$ cat src/rtl/classifier_head.sv
// classifier_head: FC head over a pooled int8 vector; one MAC, rescale, sat8, argmax.
// Optional macro CLASSIFIER_HEAD_ROUND_EN: round half up before the shift.
module classifier_head #(
  parameter int VEC_LEN   = 16,
  parameter int NUM_CLASS = 5,
  parameter int ACC_W     = 24,
  parameter int SHIFT     = 4
) (
  input  logic                         clk,
  input  logic                         rst,
  input  logic                         start,
  input  logic signed [7:0]            vec_in     [VEC_LEN],
  input  logic signed [7:0]            weight_in  [NUM_CLASS][VEC_LEN],
  input  logic signed [15:0]           bias_in    [NUM_CLASS],
  output logic signed [7:0]            logits_out [NUM_CLASS],
  output logic [$clog2(NUM_CLASS)-1:0] class_idx,
  output logic                         busy,
  output logic                         done
);
  localparam int KW = $clog2(VEC_LEN);
  localparam int CW = $clog2(NUM_CLASS);
  localparam logic [KW-1:0] K_LAST = KW'(VEC_LEN - 1);
  localparam logic [CW-1:0] C_LAST = CW'(NUM_CLASS - 1);
  localparam logic signed [ACC_W-1:0] P127 = ACC_W'(127);
  localparam logic signed [ACC_W-1:0] N128 = -ACC_W'(128);
`ifdef CLASSIFIER_HEAD_ROUND_EN
  localparam logic signed [ACC_W-1:0] RND = ACC_W'(1 << (SHIFT - 1));
`else
  localparam logic signed [ACC_W-1:0] RND = '0;
`endif

  typedef enum logic [1:0] {IDLE, MAC, STORE, DONE} state_t;

  state_t                   state_q, state_d;
  logic [KW-1:0]            k_q, k_d;
  logic [CW-1:0]            c_q, c_d;
  logic signed [ACC_W-1:0]  acc_q, acc_d;
  logic signed [7:0]        v_q [VEC_LEN];
  logic signed [7:0]        v_d [VEC_LEN];
  logic signed [7:0]        lbuf_q [NUM_CLASS];
  logic signed [7:0]        lbuf_d [NUM_CLASS];
  logic signed [7:0]        logits_q [NUM_CLASS];
  logic signed [7:0]        logits_d [NUM_CLASS];
  logic signed [ACC_W-1:0]  best_r_q, best_r_d;
  logic [CW-1:0]            best_idx_q, best_idx_d;
  logic [CW-1:0]            cls_q, cls_d;

  logic signed [15:0]       va, wa, prod;
  logic signed [ACC_W-1:0]  prod_x, base, sum, r;
  logic signed [7:0]        sat;
  logic                     better;

  always_comb begin
    va     = {{8{v_q[k_q][7]}}, v_q[k_q]};
    wa     = {{8{weight_in[c_q][k_q][7]}}, weight_in[c_q][k_q]};
    prod   = va * wa;
    prod_x = {{(ACC_W-16){prod[15]}}, prod};
    base   = (k_q == '0) ?
             {{(ACC_W-16){bias_in[c_q][15]}}, bias_in[c_q]} : acc_q;
    sum    = acc_q + RND;
    r      = sum >>> SHIFT;
    if (r > P127)      sat = 8'sd127;
    else if (r < N128) sat = -8'sd128;
    else               sat = r[7:0];
    // strict compare: ties keep the lower class index
    better = (c_q == '0) || (r > best_r_q);
  end

  always_comb begin
    state_d    = state_q;
    k_d        = k_q;
    c_d        = c_q;
    acc_d      = acc_q;
    v_d        = v_q;
    lbuf_d     = lbuf_q;
    logits_d   = logits_q;
    best_r_d   = best_r_q;
    best_idx_d = best_idx_q;
    cls_d      = cls_q;
    unique case (state_q)
      IDLE: begin
        if (start) begin
          v_d     = vec_in;
          c_d     = '0;
          k_d     = '0;
          state_d = MAC;
        end
      end
      MAC: begin
        acc_d = base + prod_x;
        if (k_q == K_LAST) begin
          k_d     = '0;
          state_d = STORE;
        end else begin
          k_d = k_q + KW'(1);
        end
      end
      STORE: begin
        lbuf_d[c_q] = sat;
        if (better) begin
          best_r_d   = r;
          best_idx_d = c_q;
        end
        if (c_q == C_LAST) begin
          logits_d = lbuf_d;
          cls_d    = best_idx_d;
          state_d  = DONE;
        end else begin
          c_d     = c_q + CW'(1);
          state_d = MAC;
        end
      end
      DONE: state_d = IDLE;
      default: state_d = IDLE;
    endcase
  end

  always_ff @(posedge clk) begin
    if (rst) begin
      state_q    <= IDLE;
      k_q        <= '0;
      c_q        <= '0;
      acc_q      <= '0;
      v_q        <= '{default: '0};
      lbuf_q     <= '{default: '0};
      logits_q   <= '{default: '0};
      best_r_q   <= '0;
      best_idx_q <= '0;
      cls_q      <= '0;
    end else begin
      state_q    <= state_d;
      k_q        <= k_d;
      c_q        <= c_d;
      acc_q      <= acc_d;
      v_q        <= v_d;
      lbuf_q     <= lbuf_d;
      logits_q   <= logits_d;
      best_r_q   <= best_r_d;
      best_idx_q <= best_idx_d;
      cls_q      <= cls_d;
    end
  end

  assign logits_out = logits_q;
  assign class_idx  = cls_q;
  assign busy       = (state_q != IDLE);
  assign done       = (state_q == DONE);
endmodule

$ cat config.mk
export PLATFORM = sky130hd
export DESIGN_NAME = classifier_head
export DESIGN_NICKNAME = d
export VERILOG_FILES = /design/src/rtl/classifier_head.sv
export SDC_FILE = /design/constraint.sdc
export NUM_CORES = 1
export LEC_CHECK = 0
export ABC_AREA = 1
export ABC_CLOCK_PERIOD_IN_PS = 6960
export CAP_MARGIN = 20
export CORE_AREA = 4 4 349 351
export CTS_CLUSTER_SIZE = 12
export DETAILED_ROUTE_END_ITERATION = 7
export DIE_AREA = 0 0 353 355
export MAX_ROUTING_LAYER = met4
export PLACE_DENSITY = 0.42
export SLEW_MARGIN = 30
export SYNTH_ARGS = -nofsm -noshare
export SYNTH_HDL_FRONTEND = slang
export SYNTH_SLANG_ARGS = --single-unit
$ cat constraint.sdc
create_clock -name clk -period 6.96 [get_ports clk]
set_input_delay 0.696 -clock clk [delete_from_list [all_inputs] [get_ports clk]]
set_output_delay 0.696 -clock clk [all_outputs]
set_load 0.005 [all_outputs]
==> results of run 1 <==
## cell families after synthesis
kind of cell | count (synthesis) | synth area share
AND/OR/NAND/NOR | 1507 | 0.288
AO/OA/AOI/OAI | 854 | 0.225
flip-flops | 267 | 0.250
adder cells (fa/ha/maj) | 182 | 0.143
buffers and inverters | 454 | 0.0880
XOR/XNOR | 18 | 0.00736
## synth_stat cells, types with 7 or more instances
cell type and n:
nand2_1 691, nor2_1 538, o21ai_0 460, dfxtp_1 267, inv_1 211, a21oi_1 200, nand3_1 188, clkbuf_1 127
fa_1 104, ha_1 78, buf_2 54, o2111ai_1 49, a22oi_1 48, nand4_1 47, buf_4 24, buf_1 16
inv_2 15, o211ai_1 15, o22ai_1 12, o21ai_1 11, a221oi_1 10, nand3b_1 10, a31oi_1 9, xnor2_1 9
xor2_1 9, nor3_1 7, nor4_1 7
## layer usage
layer and track usage:
met5 -, met4 0.103, met3 0.0593, met2 0.491
met1 0.355
## repair_timing
item,4_1_cts,5_1_grt
pin swaps,0,6
buffers inserted,0,9
setup endpoints to repair,15,15
cloned,0,3
resized for setup,2,35
hold buffers,0,0
## metrics by stage
step           cell area (sq um)  cells  hold WS, ns
5_1_grt                    34900   5871        0.503
4_1_cts                    34400   5788        0.474
3_5_place_dp               33400   5728        0.462
3_3_place_gp               33400   5728        0.452
2_1_floorplan              21400   3282        0.441
==> metrics.yaml, run 1 <==
place.gp.congestion: 1.08
clock_sinks: 267
crit_endpoint: "acc_q[18]$_SDFFE_PP0P_/D"
yosys_most_used_dff: "dfxtp_1"
grt_pass1_wl_mm: 248
worstEndpointType: "register input"
std_cell_rows: 127
fp.dieH_microns: 355
yosysTopAreaCellShare: 0.250
start_util: 0.180
synth.largest_area_cell: "dfxtp_1"
syn_avg_cell_area_sq_um: 6.53
grt_overflow_total: 0
numCtsBuffers: 34
syn_nets: 4315
htreeDepth: 2
yosysWarningCount: 0
fp.dieW_microns: 353
syn-instance-count: 3282
hpwl_mm: 158
status: "aborted with a tool error"
synth.distinct_cells: 53
port-buffer-count: 895
grt_pass1_vias: 27900
synth_enable_flop_cells: 0
cts_buffer_depth: 3
post-place-ws_ns: -0.330
pin_count: 896
grt_start_max_net_pins: 123
ys_seq_elements: 267
antenna_found_initial: 151
syn-cell-area_sq_um: 21400
error: "[ERROR DRT-0255] Maze Route cannot find path of net weight_in[575] in worker of routeBox ( 338100 96600 ) ( 353000 144900 )."
grt_use_total: 0.295
stop_stage: "detailed routing (5_2_route)"
synth.yosys.seq_area_share: 0.250
synthArstFlopShare: 0
synth.area.top_cells: "dfxtp_1 25%, nand2_1 12%, o21ai_0 11%"
cts_root_buffer: "clkbuf_16"
==> run 2, diff against run 1 <==
--- a/config.mk
+++ b/config.mk
@@ -8,12 +8,10 @@
 export ABC_AREA = 1
 export ABC_CLOCK_PERIOD_IN_PS = 6960
 export CAP_MARGIN = 20
-export CORE_AREA = 4 4 349 351
-export CTS_CLUSTER_SIZE = 12
+export CORE_AREA = 4 4 350 352
 export DETAILED_ROUTE_END_ITERATION = 7
-export DIE_AREA = 0 0 353 355
-export MAX_ROUTING_LAYER = met4
-export PLACE_DENSITY = 0.42
+export DIE_AREA = 0 0 354 356
+export PLACE_DENSITY_LB_ADDON = 0.15
 export SLEW_MARGIN = 30
 export SYNTH_ARGS = -nofsm -noshare
 export SYNTH_HDL_FRONTEND = slang
==> run 2 against run 1 <==
The flow now finishes without violations. Synthesized cell count did not move. Global-route usage decreased by 1.4 points. Synthesized area stayed put.
==> metrics.yaml, run 2 <==
wl_per_cell_microns: 31.4
layout_commonest_cell: "clkdlybuf4s50_1"
synthArstFlopShare: 0
p_switching_mw: 9.27
clock_sinks: 267
num_vias: 28000
fin_skew_ns: 0.0187
fin_nets: 5262
ir_drop_uv: 877
hold_ws_ns: 0.463
dieArea_sq_um: 126000
utilization: 0.293
ys_seq_elements: 267
yosysTopAreaCellShare: 0.250
rrSetupSlack_ns: 0.17
met3_usage: 0.0595
status: "finished clean"
power_density_nw_per_um2: 549
pwr-share-seq: 0.098
cts_root_buffer: "clkbuf_16"
yosys_most_used_dff: "dfxtp_1"
clock.fmax_ghz: 0.147
synth.largest_area_cell: "dfxtp_1"
yosys-top-cells-count: "691 x nand2_1, 538 x nor2_1, 460 x o21ai_0"
syn_nets: 4315
ant_nets: 0
first_iter_violations: 2421
pin_count: 896
std_cell_rows: 127
maxCapViolations: 0
maxSlewHeadroom: 0.345
syn_avg_cell_area_sq_um: 6.53
cts_tree: "built"
synth.most_common_cell: "nand2_1"
path_common_cell: "nand2_1"
fin_crit_sh: 0.976
drv_slew: 0
synth_enable_flop_cells: 0
worstMarginPinSlew_ns: 0.973
use_met2: 0.489
end_kind: "flop"
hp-class: "flop to flop"
crit_type: "flop to flop"
cts_buffer_depth: 3
yosysWarningCount: 0
htreeDepth: 2
post-cts-setup-buffer-count: 0
syn-cell-area_sq_um: 21400
rsz0062_at_grt: "false"
drc: 0
p_int_mw: 9.94
place.gp.congestion: 0.984
synth.area.top_cells: "dfxtp_1 25%, nand2_1 12%, o21ai_0 11%"
grt_start_max_net_pins: 101
fp.dieH_microns: 356
wl_mm: 186
grt_pass1_vias: 28000
cp_data_required_time_ns: 7.39
numCtsBuffers: 35
synth.distinct_cells: 53
top_usage_layer: "met2"
regMostFlops: "v_q"
grt_pass1_wl_mm: 245
start_util: 0.179
clkPwrFrac: 0.102
p_leak_nw: 14.4
clk_pin_slew_ns: 0.06
met1_usage: 0.346
synthToLayoutAreaGrowth_pct: 63.4
post-route-min-period_ns: 6.79
core_sq_um: 119000
grt_use_total: 0.281
syn-instance-count: 3282
synth.yosys.seq_area_share: 0.250
cts_hold_buf: 0
worst-endpoint-arrival_ns: 7.23
mostFrequentLayoutCells: "895 x clkdlybuf4s50_1, 691 x nand2_1, 533 x nor2_1"
crit_slowest_cell: "o21ai_0"
clk_latency_ns: 0.55
antenna_found_initial: 111
hold_violations: 0
cpPeakStageDelay_ns: 0.82
avgViaCountPerCell: 4.73
fp.dieW_microns: 354
swShare: 0.482
largest_register_ffs: 128
comb_power_share: 0.799
worstSetupStartpointType: "flop"
drive_gt1_frac: 0.0834
path_max_fanout: 10
grt_overflow_total: 0
drt_first_pass_iters: 5
setup_viol: 0
port-buffer-count: 895
hpwl_mm: 156
run 2: logic make-up (layout without fill, tap and decap cells):
kind of cell               count (synthesis)  in the layout  share of synthesized area
other                                      0             47                          0
buffers and inverters                    454           1427                     0.0880
AOI/OAI and AO/OA                        854            854                      0.225
xor gates and xnor gates                  18             18                    0.00736
DFF                                      267            267                      0.250
and+or+nand+nor                         1507           1507                      0.288
adders and majority gates                182            182                      0.143
run 2: path summary, 6_finish.rpt:
path	cells past startpoint	from	to
setup / recovery	28	c_q[0]$_SDFFE_PP0P_	acc_q[19]$_SDFFE_PP0P_
hold / removal	2	best_idx_q[2]$_SDFFE_PP0P_	best_idx_q[2]$_SDFFE_PP0P_
setup reg to reg	28	c_q[0]$_SDFFE_PP0P_	acc_q[19]$_SDFFE_PP0P_
hold reg to reg	2	best_idx_q[2]$_SDFFE_PP0P_	best_idx_q[2]$_SDFFE_PP0P_
run 2: timing repair:
item / 4_1_cts / 5_1_grt
endpoints found under the setup margin: 0 / 15
gates resized for setup: 0 / 19
hold endpoints to repair: 0 / 0
run 2: layout make-up:
class,count,area (sq um)
timing repair buffer,1133,11100
fill,13300,84300
inverter,231,898
clock inverter,13,190
tap,1612,2020
multi-input combinational,2561,14300
sequential,267,5360
clock buffer,50,1030
antenna,47,118
run 2: metrics by stage:
stage / TNS, ns / cell area, sq um / setup WS (ns) / cells / power [mW]
global placement: -0.0505 / 33600 / -0.0505 / 5803 / 17.4
floorplan: 0 / 21400 / 0.679 / 3282 / 10.1
global route: 0 / 35000 / 0.00149 / 5897 / 21.2
finish: 0 / 35000 / 0.166 / 5914 / 19.2
CTS: 0 / 34800 / 0.0330 / 5866 / 19.3
detailed placement: -0.0202 / 33600 / -0.0189 / 5803 / 17.2
run 2: per-layer routing:
| layer | up-vias | wire, microns |
|---|---|---|
| li1 | 12900 | - |
| met1 | 13600 | 76200 |
| met2 | 1152 | 89900 |
| met3 | 264 | 13000 |
| met4 | 32 | 6280 |
| met5 | - | 211 |
run 2: worst max-delay path: cells and delay by family, from the launching register on:
| kind | cells | cell delay (ns) |
|---|---|---|
| flops | 1 | 0.38 |
| buf+inv | 5 | 0.65 |
| compound gates | 7 | 1.85 |
| xor+xnor | 1 | 0.15 |
| fa+ha+maj | 6 | 2.72 |
| simple gates | 9 | 0.89 |
run 2: power by group through the flow:
stage          combinational, mW  sequential (mW)  clock, mW
2_1_floorplan               8.26             1.84          0
3_3_place_gp                15.5             1.92          0
3_5_place_dp                15.3             1.92          0
4_1_cts                     15.4             1.89       2.01
5_1_grt                     17.2             1.91       2.07
6_report                    15.4             1.89       1.97
No activity file was read; power rests on OpenSTA's default activity.
==> run 3, diff against run 2 <==
--- a/config.mk
+++ b/config.mk
@@ -8,10 +8,10 @@
 export ABC_AREA = 1
 export ABC_CLOCK_PERIOD_IN_PS = 6960
 export CAP_MARGIN = 20
-export CORE_AREA = 4 4 350 352
+export CORE_AREA = 5 5 351 353
 export DETAILED_ROUTE_END_ITERATION = 7
-export DIE_AREA = 0 0 354 356
-export PLACE_DENSITY_LB_ADDON = 0.15
+export DIE_AREA = 0 0 356 358
+export PLACE_DENSITY_LB_ADDON = 0.25
 export SLEW_MARGIN = 30
 export SYNTH_ARGS = -nofsm -noshare
 export SYNTH_HDL_FRONTEND = slang
==> run 3 against run 2 <==
Clock skew up 0.011 ns. Critical path type unchanged. Power up 0.95%. Utilization rose by 0.091 points.
==> metrics.yaml, run 3 (same netlist as run 2, synthesis figures left out) <==
cp_data_required_time_ns: 7.37
largest_register_ffs: 128
maxSlewHeadroom: 0.321
ff2ff_path_depth: 30
drt_first_pass_iters: 5
cts_tree: "built"
wl_met2_mm: 91.1
start_util: 0.179
pin_count: 896
grt_pass1_vias: 28300
ant_nets: 0
worst-endpoint-arrival_ns: 7.12
crit_type: "flop to flop"
first_iter_violations: 2799
power_density_nw_per_um2: 552
hold_depth: 2
port-buffer-count: 895
critPathTopFamily: "adder cells"
status: "finished clean"
worstSetupStartpointType: "flop"
worstMarginPinSlew_ns: 1.01
grt_use_total: 0.286
wl_met3_mm: 14.3
p_leak_nw: 14.4
htreeDepth: 2
fp.dieW_microns: 356
fin_nets: 5290
cts_buffer_depth: 3
drive_gt1_frac: 0.0921
clock_sinks: 267
path_buf_inv: 11
met1_length_mm: 79.0
mostFrequentLayoutCells: "895 x clkdlybuf4s50_1, 690 x nand2_1, 535 x nor2_1"
std_cell_rows: 127
grt_pass1_wl_mm: 251
layout_commonest_cell: "clkdlybuf4s50_1"
cp.depth: 30
antenna_found_initial: 143
cts_root_buffer: "clkbuf_16"
top_layer_used: "met5"
tns_ns: 0
synthToLayoutAreaGrowth_pct: 64.1
rsz0062_at_grt: "false"
core_sq_um: 119000
hpwl_mm: 161
num_vias: 28500
wl_per_cell_microns: 32.2
setup_viol: 0
wl_mm: 192
clock.fmax_ghz: 0.149
hold_violations: 0
fp.dieH_microns: 358
place.gp.congestion: 1.00
grt_overflow_total: 0
post-route-min-period_ns: 6.71
numCtsBuffers: 35
hp-class: "flop to flop"
drc: 0
path_max_fanout: 16
ir_drop_uv: 878
fin_skew_ns: 0.0299
fin_crit_sh: 0.964
drv_slew: 0
clk_pin_slew_ns: 0.06
clk_latency_ns: 0.55
grt_start_max_net_pins: 159
maxCapViolations: 0
regMostFlops: "v_q"
end_kind: "flop"
n_fill_cell: 13300
cpPeakStageDelay_ns: 0.82
crit_slowest_cell: "o21ai_0"
utilization: 0.294
avgViaCountPerCell: 4.79
dieArea_sq_um: 127000
cts_hold_buf: 0
run 3: what timing repair did:
item	in CTS	in global routing
cloned	0	2
buffers inserted	5	0
gates resized for setup	4	49
pin swaps	2	4
endpoints found under the setup margin	15	15
run 3: path summary, 6_finish.rpt:
| kind | startpoint | end | slack (ns) |
|---|---|---|---|
| worst max register to register | c_q[0]$_SDFFE_PP0P_ | acc_q[15]$_SDFFE_PP0P_ | 0.25 |
| worst min register to register | best_idx_q[2]$_SDFFE_PP0P_ | best_idx_q[2]$_SDFFE_PP0P_ | 0.46 |
| worst max-delay path | c_q[0]$_SDFFE_PP0P_ | acc_q[15]$_SDFFE_PP0P_ | 0.25 |
| worst min-delay path | best_idx_q[2]$_SDFFE_PP0P_ | best_idx_q[2]$_SDFFE_PP0P_ | 0.46 |
run 3: worst reg2reg max path: cells and delay by family (launching register included):
family          cells  cell delay (ns)
fa+ha+maj           6             2.64
flops               1             0.42
xor+xnor            1             0.11
buf+inv            11             1.18
simple gates        8             1.10
compound gates      4             1.15
run 3: final cells by class:
type	count	area (sq um)	share of cell area
tap	1612	2020	0.0574
clock inverter	14	110	0.00313
inverter	231	900	0.0256
clock buffer	46	947	0.0269
sequential	267	5360	0.152
timing repair buffer	1161	11300	0.322
antenna	64	160	0.00456
multi-input combinational	2561	14300	0.408
run 3: metal layers:
layer	vias up	GRT usage
met1	13900	0.358
met3	297	0.0645
met2	1249	0.488
met4	50	0.0945
li1	13000	-
met5	-	0
run 3: report_power, final:
| group | switching (mW) | internal (mW) |
|---|---|---|
| sequential | 0.166 | 1.72 |
| combinational | 8.61 | 7.14 |
| clock | 0.758 | 0.999 |
run 3: per-stage QoR:
| step | std cells | total power [mW] | cell area [sq um] | setup slack, ns | hold WS, ns |
|---|---|---|---|---|---|
| after floorplan | 3282 | 10.1 | 21400 | 0.679 | 0.441 |
| after global placement | 5825 | 17.4 | 33600 | -0.255 | 0.454 |
| after detailed placement | 5825 | 17.2 | 33600 | -0.265 | 0.461 |
| after CTS | 5890 | 19.2 | 34800 | 0.000702 | 0.467 |
| after global routing | 5936 | 21.4 | 35100 | 0.000446 | 0.486 |
| final | 5956 | 19.4 | 35200 | 0.253 | 0.464 |
